**config.mk**
```make
export PLATFORM = sky130hd
export DESIGN_NAME = seven_seg_scan_decoder_flat
export DESIGN_NICKNAME = d
export VERILOG_FILES = /design/src/rtl/seven_seg_scan_decoder_if.sv /design/src/rtl/seven_seg_scan_decoder.sv /design/src/flat_wrapper.sv
export SDC_FILE = /design/constraint.sdc
export NUM_CORES = 1
export LEC_CHECK = 0
export ABC_AREA = 1
export CORE_ASPECT_RATIO = 0.9
export CORE_MARGIN = 2
export CORE_UTILIZATION = 40
export DETAILED_ROUTE_END_ITERATION = 6
export PLACE_DENSITY = 0.63
export SLEW_MARGIN = 30
export SYNTH_ARGS = -nofsm -noshare
export SYNTH_HDL_FRONTEND = slang
export SYNTH_SLANG_ARGS = --single-unit
export TNS_END_PERCENT = 50
```
**constraint.sdc**
```tcl
create_clock -name clk -period 1.5 [get_ports clk]
set_clock_uncertainty 0.1 [all_clocks]
set_input_delay 0.225 -clock clk [delete_from_list [all_inputs] [get_ports clk]]
set_output_delay 0.225 -clock clk [all_outputs]
set_load 0.005 [all_outputs]
```
**src/rtl/seven_seg_scan_decoder_if.sv**
```systemverilog
// Bus bundle between the switch/encoder logic (master) and the
// seven-segment scan decoder (slave). The master drives the value to
// display and its controls; the slave drives the board display pins.
interface seven_seg_scan_decoder_if;
    logic [15:0] value;   // digit3=[15:12] .. digit0=[3:0]
    logic [3:0]  dp_in;   // per-digit decimal point, active-high
    logic        load;    // one-cycle capture strobe
    logic        en;      // display enable
    logic [3:0]  an;      // anode enables, active-low, an[0] = rightmost
    logic [6:0]  seg7;    // segments g..a, active-low
    logic        dp;      // decimal point, active-low

    modport master (
        output value,
        output dp_in,
        output load,
        output en,
        input  an,
        input  seg7,
        input  dp
    );

    modport slave (
        input  value,
        input  dp_in,
        input  load,
        input  en,
        output an,
        output seg7,
        output dp
    );
endinterface

```
**src/rtl/seven_seg_scan_decoder.sv**
```systemverilog
// Four-digit multiplexed seven-segment driver for the BASYS2 display.
//
// A shadow register holds the 16-bit value and the decimal points captured
// on load; the scan logic only ever reads the shadow. Each digit owns a slot
// of DIGIT_TICKS cycles: the first BLANK_TICKS cycles keep every anode off
// so the previous digit's segments never bleed into the next one, then the
// selected anode is driven for the rest of the slot. All display outputs are
// registered and trail the counter/phase state by one cycle.
//
// Optional build macro LEADING_ZERO_BLANK_EN: when defined, digits 3..1 are
// blanked while they and every more significant nibble are zero; digit 0 is
// always shown. The anode timing and the decimal point are unaffected.
module seven_seg_scan_decoder #(
    parameter int unsigned DIGIT_TICKS = 50000,
    parameter int unsigned BLANK_TICKS = 16
) (
    input logic                     clk,
    input logic                     rst,
    seven_seg_scan_decoder_if.slave bus
);

    localparam int unsigned CW = $clog2(DIGIT_TICKS);

    localparam logic [CW-1:0] CNT_LAST   = CW'(DIGIT_TICKS - 1);
    localparam logic [CW-1:0] BLANK_LAST = CW'(BLANK_TICKS - 1);

    localparam logic [3:0] AN_OFF  = 4'b1111;
    localparam logic [6:0] SEG_OFF = 7'h7F;

    // Reject parameter sets that would give an empty ON or BLANK window.
    if (DIGIT_TICKS < 4) begin : gen_bad_digit_ticks
        $error("DIGIT_TICKS must be >= 4");
    end
    if (BLANK_TICKS < 1 || BLANK_TICKS >= DIGIT_TICKS) begin : gen_bad_blank_ticks
        $error("BLANK_TICKS must be >= 1 and < DIGIT_TICKS");
    end

    typedef enum logic [0:0] {
        StBlank = 1'b0,
        StOn    = 1'b1
    } phase_e;

    // Hex nibble to active-low segment pattern, bit 6 = g .. bit 0 = a.
    function automatic logic [6:0] hex_to_seg(input logic [3:0] nib);
        logic [6:0] seg;
        case (nib)
            4'h0:    seg = 7'h40;
            4'h1:    seg = 7'h79;
            4'h2:    seg = 7'h24;
            4'h3:    seg = 7'h30;
            4'h4:    seg = 7'h19;
            4'h5:    seg = 7'h12;
            4'h6:    seg = 7'h02;
            4'h7:    seg = 7'h78;
            4'h8:    seg = 7'h00;
            4'h9:    seg = 7'h10;
            4'hA:    seg = 7'h08;
            4'hB:    seg = 7'h03;
            4'hC:    seg = 7'h46;
            4'hD:    seg = 7'h21;
            4'hE:    seg = 7'h06;
            default: seg = 7'h0E;
        endcase
        return seg;
    endfunction

    // ------------------------------------------------------------------
    // State
    // ------------------------------------------------------------------
    logic [15:0]   shadow_val_q, shadow_val_d;
    logic [3:0]    shadow_dp_q,  shadow_dp_d;
    logic [CW-1:0] cnt_q,        cnt_d;
    logic [1:0]    idx_q,        idx_d;
    phase_e        phase_q,      phase_d;
    logic [3:0]    an_q,         an_d;
    logic [6:0]    seg_q,        seg_d;
    logic          dp_q,         dp_d;

    logic          slot_end;
    logic [3:0]    cur_nib;
    logic [3:0]    lz_blank;

    assign slot_end = (cnt_q == CNT_LAST);

    // Shadow capture; reset wins over a coincident load.
    always_comb begin
        shadow_val_d = shadow_val_q;
        shadow_dp_d  = shadow_dp_q;
        if (bus.load) begin
            shadow_val_d = bus.value;
            shadow_dp_d  = bus.dp_in;
        end
    end

    always_ff @(posedge clk) begin
        if (rst) begin
            shadow_val_q <= 16'h0000;
            shadow_dp_q  <= 4'h0;
        end else begin
            shadow_val_q <= shadow_val_d;
            shadow_dp_q  <= shadow_dp_d;
        end
    end

    // Slot tick counter and digit index; the index steps when a slot wraps.
    always_comb begin
        cnt_d = cnt_q + CW'(1);
        idx_d = idx_q;
        if (slot_end) begin
            cnt_d = '0;
            idx_d = idx_q + 2'd1;
        end
    end

    always_ff @(posedge clk) begin
        if (rst) begin
            cnt_q <= '0;
            idx_q <= 2'd0;
        end else begin
            cnt_q <= cnt_d;
            idx_q <= idx_d;
        end
    end

    // Phase FSM: next-state, entering ON just before the counter leaves
    // the blanking window and BLANK again as the slot wraps.
    always_comb begin
        phase_d = phase_q;
        unique case (phase_q)
            StBlank: if (cnt_q == BLANK_LAST) phase_d = StOn;
            StOn:    if (slot_end)            phase_d = StBlank;
            default: phase_d = StBlank;
        endcase
    end

    // Phase FSM: state register.
    always_ff @(posedge clk) begin
        if (rst) phase_q <= StBlank;
        else     phase_q <= phase_d;
    end

    // Leading-zero suppression mask for the digit being scanned.
`ifdef LEADING_ZERO_BLANK_EN
    always_comb begin
        lz_blank    = 4'b0000;
        lz_blank[3] = (shadow_val_q[15:12] == 4'h0);
        lz_blank[2] = lz_blank[3] && (shadow_val_q[11:8] == 4'h0);
        lz_blank[1] = lz_blank[2] && (shadow_val_q[7:4] == 4'h0);
        lz_blank[0] = 1'b0;
    end
`else
    always_comb begin
        lz_blank = 4'b0000;
    end
`endif

    assign cur_nib = shadow_val_q[{idx_q, 2'b00} +: 4];

    // Display next-state: dark when disabled or blanking, else drive the
    // selected digit. en is used directly so disabling takes effect on the
    // very next edge while the scan keeps running underneath.
    always_comb begin
        an_d  = AN_OFF;
        seg_d = SEG_OFF;
        dp_d  = 1'b1;
        if (bus.en && (phase_q == StOn)) begin
            an_d  = ~(4'b0001 << idx_q);
            seg_d = lz_blank[idx_q] ? SEG_OFF : hex_to_seg(cur_nib);
            dp_d  = ~shadow_dp_q[idx_q];
        end
    end

    // Registered display pins.
    always_ff @(posedge clk) begin
        if (rst) begin
            an_q  <= AN_OFF;
            seg_q <= SEG_OFF;
            dp_q  <= 1'b1;
        end else begin
            an_q  <= an_d;
            seg_q <= seg_d;
            dp_q  <= dp_d;
        end
    end

    assign bus.an   = an_q;
    assign bus.seg7 = seg_q;
    assign bus.dp   = dp_q;

endmodule
```
**src/flat_wrapper.sv**
```systemverilog
// flat-port wrapper written by rule: the top's interface ports become plain ports
module seven_seg_scan_decoder_flat 
#(
    parameter int unsigned DIGIT_TICKS = 50000,
    parameter int unsigned BLANK_TICKS = 16
)
  (clk, rst, bus_value, bus_dp_in, bus_load, bus_en, bus_an, bus_seg7, bus_dp);
  seven_seg_scan_decoder_if bus_i ();
  input logic clk;
  input logic rst;
  input wire logic [$bits(bus_i.value)-1:0] bus_value;
  input wire logic [$bits(bus_i.dp_in)-1:0] bus_dp_in;
  input wire logic [$bits(bus_i.load)-1:0] bus_load;
  input wire logic [$bits(bus_i.en)-1:0] bus_en;
  output wire logic [$bits(bus_i.an)-1:0] bus_an;
  output wire logic [$bits(bus_i.seg7)-1:0] bus_seg7;
  output wire logic [$bits(bus_i.dp)-1:0] bus_dp;
  assign bus_i.value = bus_value;
  assign bus_i.dp_in = bus_dp_in;
  assign bus_i.load = bus_load;
  assign bus_i.en = bus_en;
  assign bus_an = bus_i.an;
  assign bus_seg7 = bus_i.seg7;
  assign bus_dp = bus_i.dp;
  seven_seg_scan_decoder #(.DIGIT_TICKS(DIGIT_TICKS), .BLANK_TICKS(BLANK_TICKS)) u_core (.clk(clk), .rst(rst), .bus(bus_i));
endmodule
```
# Yosys cells after proc, flatten, opt, wreduce, memory -nomap -nowiden
# Memories as Yosys holds them, arrays and structs flattened. A register that Yosys moved wholly into a read port is not among the register bits.
# Cells that the tools add are included.
# Widths: inputs -> output; s select.
dict set report classes {
  add_sub_neg 2
  magnitude_cmp 1
  eq_ne 2
  shift 2
  n_mux 7
  n_bitwise 4
  n_reduce_logical 4
}
# op count
set ops {}
lappend ops {{$add 16x1->16 const B} 1}
lappend ops {{$eq 16x16->1 const B} 1}
lappend ops {{$eq 16x4->1 const B} 1}
lappend ops {{$shiftx 16x5->4} 1}
lappend ops {{$bmux 1 s2} 2}
lappend ops {{$mux 1} 4}
lappend ops {{$not 4->4} 1}
lappend ops {{$reduce_or 2->1} 2}
lappend ops {{$shl 1x2->4 const A} 1}
lappend ops {{$lt 2x3->1 const B} 1}
lappend ops {{$not 1->1} 3}
lappend ops {{$reduce_or 3->1} 1}
lappend ops {{$add 2x1->2 const B} 1}
lappend ops {{$pmux 1 s2} 1}
lappend ops {{$logic_and 1x1->1} 1}
dict set report word_totals {
  regBits 44
  rom_bits 112
  output_inout_bits 12
  elab_cells 30
  mem_count 1
}
# name depth word_bits rd rd_clocked_by_memory_dff write_ports line
set mem_list {}
lappend mem_list {{(name not given)} 16 7 1 1 0 seven_seg_scan_decoder.sv:46} ;# case (nib)

# Logic depth before layout (Yosys ltp)
dict set report depth {
  depth_word 3
  depth_mapped 11
}

# Worst setup path before layout
# OpenSTA, ideal clock, no wires.
dict set report synth_path {
  path_type {reg-to-reg}
  startpoint {reg u_core.idx_q[0]}
  endpoint {reg u_core.seg_q[3] (netlist: u_core.bus.seg7[3])}
  setup_time_ps 117
  arrival_time_ps 1418
  t_required_ps 1283
  path_slack_ps -135
  path_stages_with_launch 12
  path_buffers 1
  synth_period_minus_slack_ps 1635
  cell_sequence {dfxtp_1 > inv_1 > buf_4 > nand2_1 > nand3_1 > nand2_1 > inv_1 > ha_1 > nand3_1 > nand3_1 > nand2_1 > nand2_1}
}
dict set report synth_between {
  elab_chain_len 3
  elab_cells_between_ends 4
  cone_classes {shift: 1; mux: 2; reduce/logical: 1}
}
# item line
set synth_lines {}
lappend synth_lines {{start: declaration} seven_seg_scan_decoder.sv:73} ;# logic [1:0] idx_q, idx_d;
lappend synth_lines {{start signal: assignment} seven_seg_scan_decoder.sv:121} ;# idx_q <= idx_d;
lappend synth_lines {{branches (longest 3 deep; another with $shiftx 16x5->4)} -}
lappend synth_lines {{end: declaration} seven_seg_scan_decoder.sv:76} ;# logic [6:0] seg_q, seg_d;
# Parallel ways; which one is timed is not known. The select of a mux whose other input is x is not followed.
# A chain may end at the register's enable or synchronous reset.

# Worst setup path after layout
# Ends and elaborated chain as after synthesis.

==> metrics.yaml <==
run_status:
  status: "finished, final reports clean"
yosys:
  post-synth-top-area-fraction_pct: 41.15
  synth.distinct_cells: 27
  ys_seq_area_share_pct: 41.15
  syn_area_um2: 2481
  yosysTopAreaCell: "dfxtp_1"
  synthCells: 349
  synth_area_leaders: "dfxtp_1 41%, nand2_1 12%, nor2_1 9.8%"
  avgSynthCellArea_um2: 7.109
  ys_warn_count: 0
  synth_seq_cells: 51
  synth_nets: 384
routing:
  first_pass_iters: 4
  ant_nets: 0
  route.final.wire_length_um: 5793
  wire_per_inst_um: 12.12
  dr_wl_met3_um: 298
  viasPerCell: 4.831
  routed.top_layer: "met4"
  wl_met2_um: 2495
  route.vias.total: 2309
  wl_met1_um: 2954
  drt_iter0_markers: 141
  drc: 0
timing:
  min_period_over_period_pct: 98.83
  hold_viol: 0
  min_period_ns: 1.482
  rsz0062_at_grt: "yes"
  slew_viol_final: 0
  clock.fmax_ghz: 0.6745
  setup_tns_ns: 0
  worstMarginPinSlew_ns: 0.5583
  maxSlewHeadroom_pct: 62.74
  setup_viol: 0
grt:
  grt_pass1_vias: 2104
  grt_max_degree: 22
  antenna_found_initial: 0
  overflow: 0
  grt_pass1_wl_um: 9535
  track_usage_pct: 17.37
worst_setup_path:
  startpoint_type: "register"
  timing_worst_setup_path_type: "register to register"
  end_kind: "register"
  crit_fanout: 8
  crit_required_ns: 1.60
  cp.arrival_ns: 1.58
cts:
  clock_latency_ns: 0.30
  tritoncts: "yes"
  clkSinkCount: 51
  htreeDepth: 2
  numCtsBuffers: 5
  clkTransAtPathRegs_ns: 0.09
  clockRootBuffer: "clkbuf_8"
  clockBufferDepth: 2
floorplanning:
  dieWidth_um: 87.02
  die_h_um: 78.72
  boundaryPins: 36
  start_util_pct: 41.03
  coreArea_um2: 6047
  row_count: 27
  dieArea_um2: 6850
place:
  hpwl_um: 4108
  place_inst: 468
  port_buffers: 35
  place.gp.congestion: 0.8736
  placedInstanceArea_um2: 3053
cells_and_area:
  design_area_um2: 3348
  post_route_cells_drive_above_1_share_pct: 20.44
  n_antenna_cell: 0
  nets: 441
  stdcell_count: 478
  syn_to_final_growth_pct: 34.95
job:
  drv_cap: 0
power_and_ir_drop:
  powerDensity_nw_per_um2: 797.2
  vdd_ir_drop_max_mv: 0.4279
  p_leak_uw: 0.001333
hold_path:
  hp-class: "register to register"
-- layer usage --
layer	vias to the layer above	GRT usage, %
li1	1236	-
met1	1009	25.19
met2	60	25.95
met3	4	4.262
met4	0	3.906
met5	-	0
-- placed cells by master (no fill, tap or decap), drive strengths merged --
cell,Yosys,routed
nand2,83,84
nor2,72,72
dfxtp,51,51
nand3,39,39
clkdlybuf4s50,0,35
inv,28,28
o21ai,27,27
buf,4,24
a21oi,14,14
ha,11,11
nand4,6,6
clkbuf,6,6
nor3,4,4
xor2,1,1
nand3b,1,1
clkinv,1,1
xnor2,1,1
bufinv,0,1
-- power breakdown --
part           switching, µW  internal (µW)  total (µW)
Clock                    441            490         931
Combinational            162            153         315
Sequential              27.5           1400        1420
Total                    631           2040        2670
-- final cells by class --
cell class / instances / area, µm²
Fill cell: 572 / 2699
Multi-Input combinational cell: 260 / 1459
Sequential cell: 51 / 1028
Timing Repair Buffer: 59 / 546.8
Inverter: 29 / 121.4
Tap cell: 72 / 90.09
Clock buffer: 6 / 72.57
Clock inverter: 1 / 30.03
-- critical path: stages (launching register included) --
cell and delay (ns):
dfxtp_4 0.39, inv_6 0.08, nand2_2 0.05, nand3_2 0.08, nand2_4 0.10, ha_4 0.28, nand3b_1 0.11, nand3_1 0.07
nand2_1 0.07, nand2_1 0.04
-- cells by family after synthesis --
group           after synthesis  synth area share [%]
simple gates                205                 36.51
flops                        51                 41.15
compound gates               41                 9.178
buf+inv                      39                 6.909
fa+ha+maj                    11                 5.547
xor+xnor                      2                0.7061
-- timing repair --
action	4_1_cts	5_1_grt
gates cloned	0	1
buffers inserted	1	1
endpoints found under the setup margin	21	26
gates resized for setup	7	32
hold buffers	0	0
pin swaps	2	8
-- synthesized netlist by cell type (all sizes together) --
cell type / instances
clkbuf: 6
xor2: 1
clkinv: 1
nand3b: 1
inv: 28
dfxtp: 51
a21oi: 14
nor3: 4
nor2: 72
buf: 4
nand2: 83
nand3: 39
nand4: 6
o21ai: 27
xnor2: 1
ha: 11
-- metrics by stage --
step / power, µW / utilization [%] / hold WS, ns / setup slack (ns)
floorplan: 1609 / - / 0.1867 / 0.004259
global placement: 1723 / 50.49 / 0.3682 / -0.04741
detailed placement: 1725 / 50.49 / 0.3757 / -0.05671
CTS: 2664 / 52.85 / 0.3872 / -0.008313
global route: 2797 / 55.37 / 0.3878 / -0.08482
finish: 2669 / 55.37 / 0.3871 / 0.01752
-- state kept, by name (all words and copies together) (netlist names) --
signal	count
u_core.shadow_val_q	16
u_core.bus.seg7	7
u_core.bus.an	4
u_core.shadow_dp_q	4
u_core.bus.dp	1
u_core.phase_q	1
u_core.cnt_q	16
u_core.idx_q	2
-- worst paths after layout --
check / startpoint / end / slack (ns) / cells after the start
worst max-delay path: u_core.idx_q[0] / u_core.bus.seg7[3] / 0.02 / 9
worst min-delay path: u_core.shadow_dp_q[2] / u_core.shadow_dp_q[2] / 0.39 / 2
worst max register to register: u_core.idx_q[0] / u_core.bus.seg7[3] / 0.02 / 9
worst min register to register: u_core.shadow_dp_q[2] / u_core.shadow_dp_q[2] / 0.39 / 2
(Power assumes the default switching activity.)
